--- src/rtl/adc_sample_gearbox_4to1.sv ---
// adc_sample_gearbox_4to1: packs RATIO consecutive ADC samples into one wide word.
// Each word holds for at least RATIO sample clocks, and WORD_TGL flips once per new
// word, so logic on the CLK/RATIO divider output can capture WORD_OUT safely.
// A SLIP rising edge drops one sample to shift the word alignment.
module adc_sample_gearbox_4to1 #(
    parameter int SAMPLE_W = 14,
    parameter int RATIO    = 4,
    parameter int IDX_W    = 3,
    parameter int CNT_W    = 16
) (
    input  logic                      CLK,
    input  logic                      RESET_N,
    input  logic                      ENABLE,
    input  logic [SAMPLE_W-1:0]       SAMPLE_IN,
    input  logic                      SAMPLE_VALID,
    input  logic                      SLIP,
    output logic [RATIO*SAMPLE_W-1:0] WORD_OUT,
    output logic                      WORD_VALID,
    output logic                      WORD_TGL,
    output logic [IDX_W-1:0]          LANE_IDX,
    output logic                      SLIP_BUSY,
    output logic [CNT_W-1:0]          WORD_CNT
);

    typedef enum logic [1:0] {
        ST_DISABLED = 2'd0,
        ST_FILL     = 2'd1,
        ST_SKIP     = 2'd2
    } state_t;

    state_t state, state_nxt;

    // Partial word; lane 0 is the oldest sample, matching the WORD_OUT lane order.
    logic [RATIO-1:0][SAMPLE_W-1:0] lanes, lanes_nxt;

    logic slip_q;
    logic slip_edge;
    logic store;     // sample written into lane LANE_IDX
    logic complete;  // this sample closes the word
    logic discard;   // sample dropped by an armed slip
    logic arm;       // slip edge accepted this cycle

    assign slip_edge = SLIP & ~slip_q;

    // State register.
    always_ff @(posedge CLK or negedge RESET_N) begin
        if (!RESET_N) state <= ST_DISABLED;
        else          state <= state_nxt;
    end

    // Next state and per-cycle control strobes; ENABLE low overrides everything
    // except a word that completes in the same cycle.
    always_comb begin
        state_nxt = state;
        store     = 1'b0;
        complete  = 1'b0;
        discard   = 1'b0;
        arm       = 1'b0;
        case (state)
            ST_DISABLED: begin
                if (ENABLE) state_nxt = ST_FILL;
            end
            ST_FILL: begin
                store    = SAMPLE_VALID;
                complete = SAMPLE_VALID && (LANE_IDX == IDX_W'(RATIO - 1));
                // The sample arriving with the edge is still kept; the next one is dropped.
                arm      = slip_edge && !SLIP_BUSY;
                if (arm) state_nxt = ST_SKIP;
            end
            ST_SKIP: begin
                discard = SAMPLE_VALID;
                if (discard) state_nxt = ST_FILL;
            end
            default: state_nxt = ST_DISABLED;
        endcase
        if (!ENABLE) begin
            state_nxt = ST_DISABLED;
            arm       = 1'b0;
        end
    end

    // Partial word with the current sample written into its lane.
    always_comb begin
        lanes_nxt = lanes;
        for (int k = 0; k < RATIO; k++) begin
            if (LANE_IDX == IDX_W'(k)) lanes_nxt[k] = SAMPLE_IN;
        end
    end

    // Datapath: lane fill, word publish, toggle/count and slip bookkeeping.
    always_ff @(posedge CLK or negedge RESET_N) begin
        if (!RESET_N) begin
            lanes      <= '0;
            LANE_IDX   <= '0;
            WORD_OUT   <= '0;
            WORD_VALID <= 1'b0;
            WORD_TGL   <= 1'b0;
            WORD_CNT   <= '0;
            SLIP_BUSY  <= 1'b0;
            slip_q     <= 1'b0;
        end else begin
            slip_q     <= SLIP;
            WORD_VALID <= complete;
            if (complete) begin
                WORD_OUT <= lanes_nxt;
                WORD_TGL <= ~WORD_TGL;
                WORD_CNT <= WORD_CNT + CNT_W'(1);
            end
            if (!ENABLE) begin
                // Flush: the partial word is dropped, published word state is kept.
                lanes     <= '0;
                LANE_IDX  <= '0;
                SLIP_BUSY <= 1'b0;
            end else begin
                if (store) begin
                    lanes    <= lanes_nxt;
                    LANE_IDX <= complete ? '0 : LANE_IDX + IDX_W'(1);
                end
                if (arm)          SLIP_BUSY <= 1'b1;
                else if (discard) SLIP_BUSY <= 1'b0;
            end
        end
    end

endmodule

--- config.mk ---
export PLATFORM = sky130hd
export DESIGN_NAME = adc_sample_gearbox_4to1
export DESIGN_NICKNAME = d
export VERILOG_FILES = /design/src/rtl/adc_sample_gearbox_4to1.sv
export SDC_FILE = /design/constraint.sdc
export NUM_CORES = 1
export LEC_CHECK = 0
export CORE_MARGIN = 2
export CORE_UTILIZATION = 40
export DETAILED_ROUTE_END_ITERATION = 7
export GPL_TIMING_DRIVEN = 0
export PLACE_DENSITY = 0.74
export SKIP_CTS_REPAIR_TIMING = 1
export SYNTH_ARGS = -nofsm -noshare
export SYNTH_HDL_FRONTEND = slang
export SYNTH_SLANG_ARGS = --single-unit
--- constraint.sdc ---
create_clock -name CLK -period 4.5 [get_ports CLK]
set_input_delay 0.675 -clock CLK [delete_from_list [all_inputs] [get_ports CLK]]
set_output_delay 0.675 -clock CLK [all_outputs]
set_load 0.01 [all_outputs]
==> flow_summary.yaml <==
yosys:
  synthTopCellsByCount: "dfrtp_1, nand2_1, mux2i_1, o21ai_0, a22o_1"
  yosysTopAreaCellShare: 0.597
  syn-cell-area_um2: 5150
  ys_ff_latch: 123
  ys_seq_area_frac: 0.597
  synth_cell_types: 32
  ys_async_sr_fraction: 1.00
  synth_edf_count: 0
  synth_area_leaders: "dfrtp_1, mux2i_1, a22o_1"
  yosysWarnings: 0
  syn_avg_cell_area_um2: 11.5
  synthFlopType: "dfrtp_1"
  synth_nets: 474
  synthCells: 449
  yosysTopAreaCell: "dfrtp_1"
  synth_most_common_cell: "dfrtp_1"
pwr:
  peakVddDrop_uv: 283
  power_density_nw_per_um2: 374
  p_leak_nw: 3.36
  power_mw: 2.58
worst_setup_path:
  critPathTopFamily: "buffers and inverters"
  start_kind: "register"
  arrival_ns: 1.40
  path_cells: "clkdlybuf4s50_1"
  required_ns: 3.83
  crit_fanout: 6
  path_class: "register to primary output"
  end_kind: "primary output"
  slowest_delay_ns: 0.57
  cp_num_buf_inv: 1
  cp_slowest_cell: "clkdlybuf4s50_1"
grt:
  grt_antenna_before_repair: 0
  use_met2: 0.308
  grt_util_met1: 0.248
  grt-busiest-layer: "met2"
  met3_usage: 0.0606
  grt_pass1_wl_mm: 21.1
  grt_pass1_vias: 4097
  track_usage: 0.193
  grt_max_degree: 79
  gr-total-overflow: 0
route:
  vias_per_cell: 5.06
  firstDrtPassIters: 4
  ant_nets: 0
  dr.first_iter.drc_count: 283
  avgRoutedWirePerCell_um: 16.7
  drcViolationCount: 0
  drt_wl_total_mm: 12.5
  dr_total_vias: 3778
placement:
  place_congestion: 0.782
  post-place-ws_ns: 2.08
  dp_hpwl_mm: 8.91
  dpl_cell_area_um2: 6360
  io_buffer_count: 96
finish:
  regArea_um2: 3080
  areaGrowthSynthToFinish_pct: 33.9
  multi_input_area_um2: 1890
  nFillCells: 1122
  stdcell_area_um2: 6900
  antenna_cells: 0
  finalNetCount: 590
  drive_above_1_share: 0.0889
job:
  maxCapViolCount: 0
floorplan:
  core_um2: 12600
  die_area_um2: 13800
  die_width_um: 118
  start_util: 0.408
  io_pins: 97
  std_cell_rows: 41
  die_y_um: 118
sta:
  slew_violations: 0
  worst_pin_slew_ns: 0.530
  setup_violations: 0
  finClkSkew_ns: 0.0114
  max_freq_mhz: 481
  min_period_ns: 2.08
  period_share: 0.462
  hold_violations: 0
  hold_ws_ns: 0.193
  worst_slack_ns: 2.42
  max-slew-margin-rel: 0.647
  rsz0062_at_grt: "no"
clock_tree:
  cts_sinks: 123
  path_clk_slew_ns: 0.05
  htreeDepth: 4
  cts-root-buf: "clkbuf_16"
  cts_buffers: 17
  cts_tree: "built"
  clock_path_buffers: 2
  insertion_delay_ns: 0.41
outcome:
  status: "finished clean"
min_path:
  min_path_type: "primary input to async pin"
[metal layers]
metal / vias up / share of wire
li1: 1776 / -
met1: 1885 / 0.45
met3: 19 / 0.055
met4: 0 / 0.017
met5: - / 0
met2: 98 / 0.48
[through the flow]
stage / std cells / TNS, ns / utilization
after floorplan: 449 / 0 / -
after global placement: 717 / -221.21 / 0.502
after detailed placement: 718 / 0 / 0.504
after CTS: 746 / 0 / 0.547
after global routing: 746 / 0 / 0.547
final: 746 / 0 / 0.547
[flip-flops by register name, summed over array words and instances, names as in the netlist]
register / cells
WORD_OUT: 56
lanes: 42
SLIP_BUSY: 1
slip_q: 1
LANE_IDX: 3
WORD_TGL: 1
WORD_CNT: 16
WORD_VALID: 1
state: 2
[layout make-up]
class | instances | area share
Sequential cell | 123 | 0.446
Multi-Input combinational cell | 292 | 0.274
Timing Repair Buffer | 97 | 0.143
Clock buffer | 26 | 0.0738
Tap cell | 172 | 0.0312
Buffer | 29 | 0.0245
Clock inverter | 2 | 0.00507
Inverter | 5 | 0.00272
[layout by cell type (no fill, tap or decap), types with 2 or more instances in the layout]
cell type,synthesis,routed
dfrtp_1,123,123
nand2_1,97,97
clkdlybuf4s50_1,0,95
mux2i_1,43,43
o21ai_0,43,43
a22o_1,42,42
clkbuf_16,0,17
xnor2_1,14,14
clkbuf_1,8,12
buf_2,12,12
nor2b_1,7,7
nand3_1,6,6
ha_1,6,6
buf_6,4,5
nand4_1,5,5
clkbuf_8,0,5
inv_1,4,4
buf_4,4,4
and2_1,4,4
a21oi_1,3,3
nor3_1,3,3
nor2_1,3,3
o21a_1,3,3
nor3b_1,2,2
and3_1,2,2
xor2_1,2,2
[kinds of logic after synthesis]
group	count (synthesis)	share of synthesized area
xor+xnor	16	0.0272
simple gates	134	0.118
flops	123	0.597
mux	43	0.0835
fa+ha+maj	6	0.0146
buf+inv	34	0.0364
compound gates	93	0.123
[report_power, final]
part           switching (mW)  internal (mW)
Clock                   0.442          0.819
Combinational          0.0951         0.0793
Sequential             0.0162           1.13
Total                   0.554           2.03
[path summary, 6_finish.rpt]
path / from / slack [ns] / depth (start not counted) / to
max in group asynchronous: RESET_N / 3.60 / 2 / WORD_OUT[51]
min: RESET_N / 0.19 / 1 / LANE_IDX[0]
min reg2reg: WORD_CNT[15] / 0.46 / 1 / WORD_CNT[15]
max reg2reg: LANE_IDX[0] / 2.45 / 6 / WORD_CNT[15]
max: LANE_IDX[0] / 2.42 / 1 / LANE_IDX[0]
min in group CLK: WORD_CNT[15] / 0.46 / 1 / WORD_CNT[15]
Power figures use the tool's default switching activity.
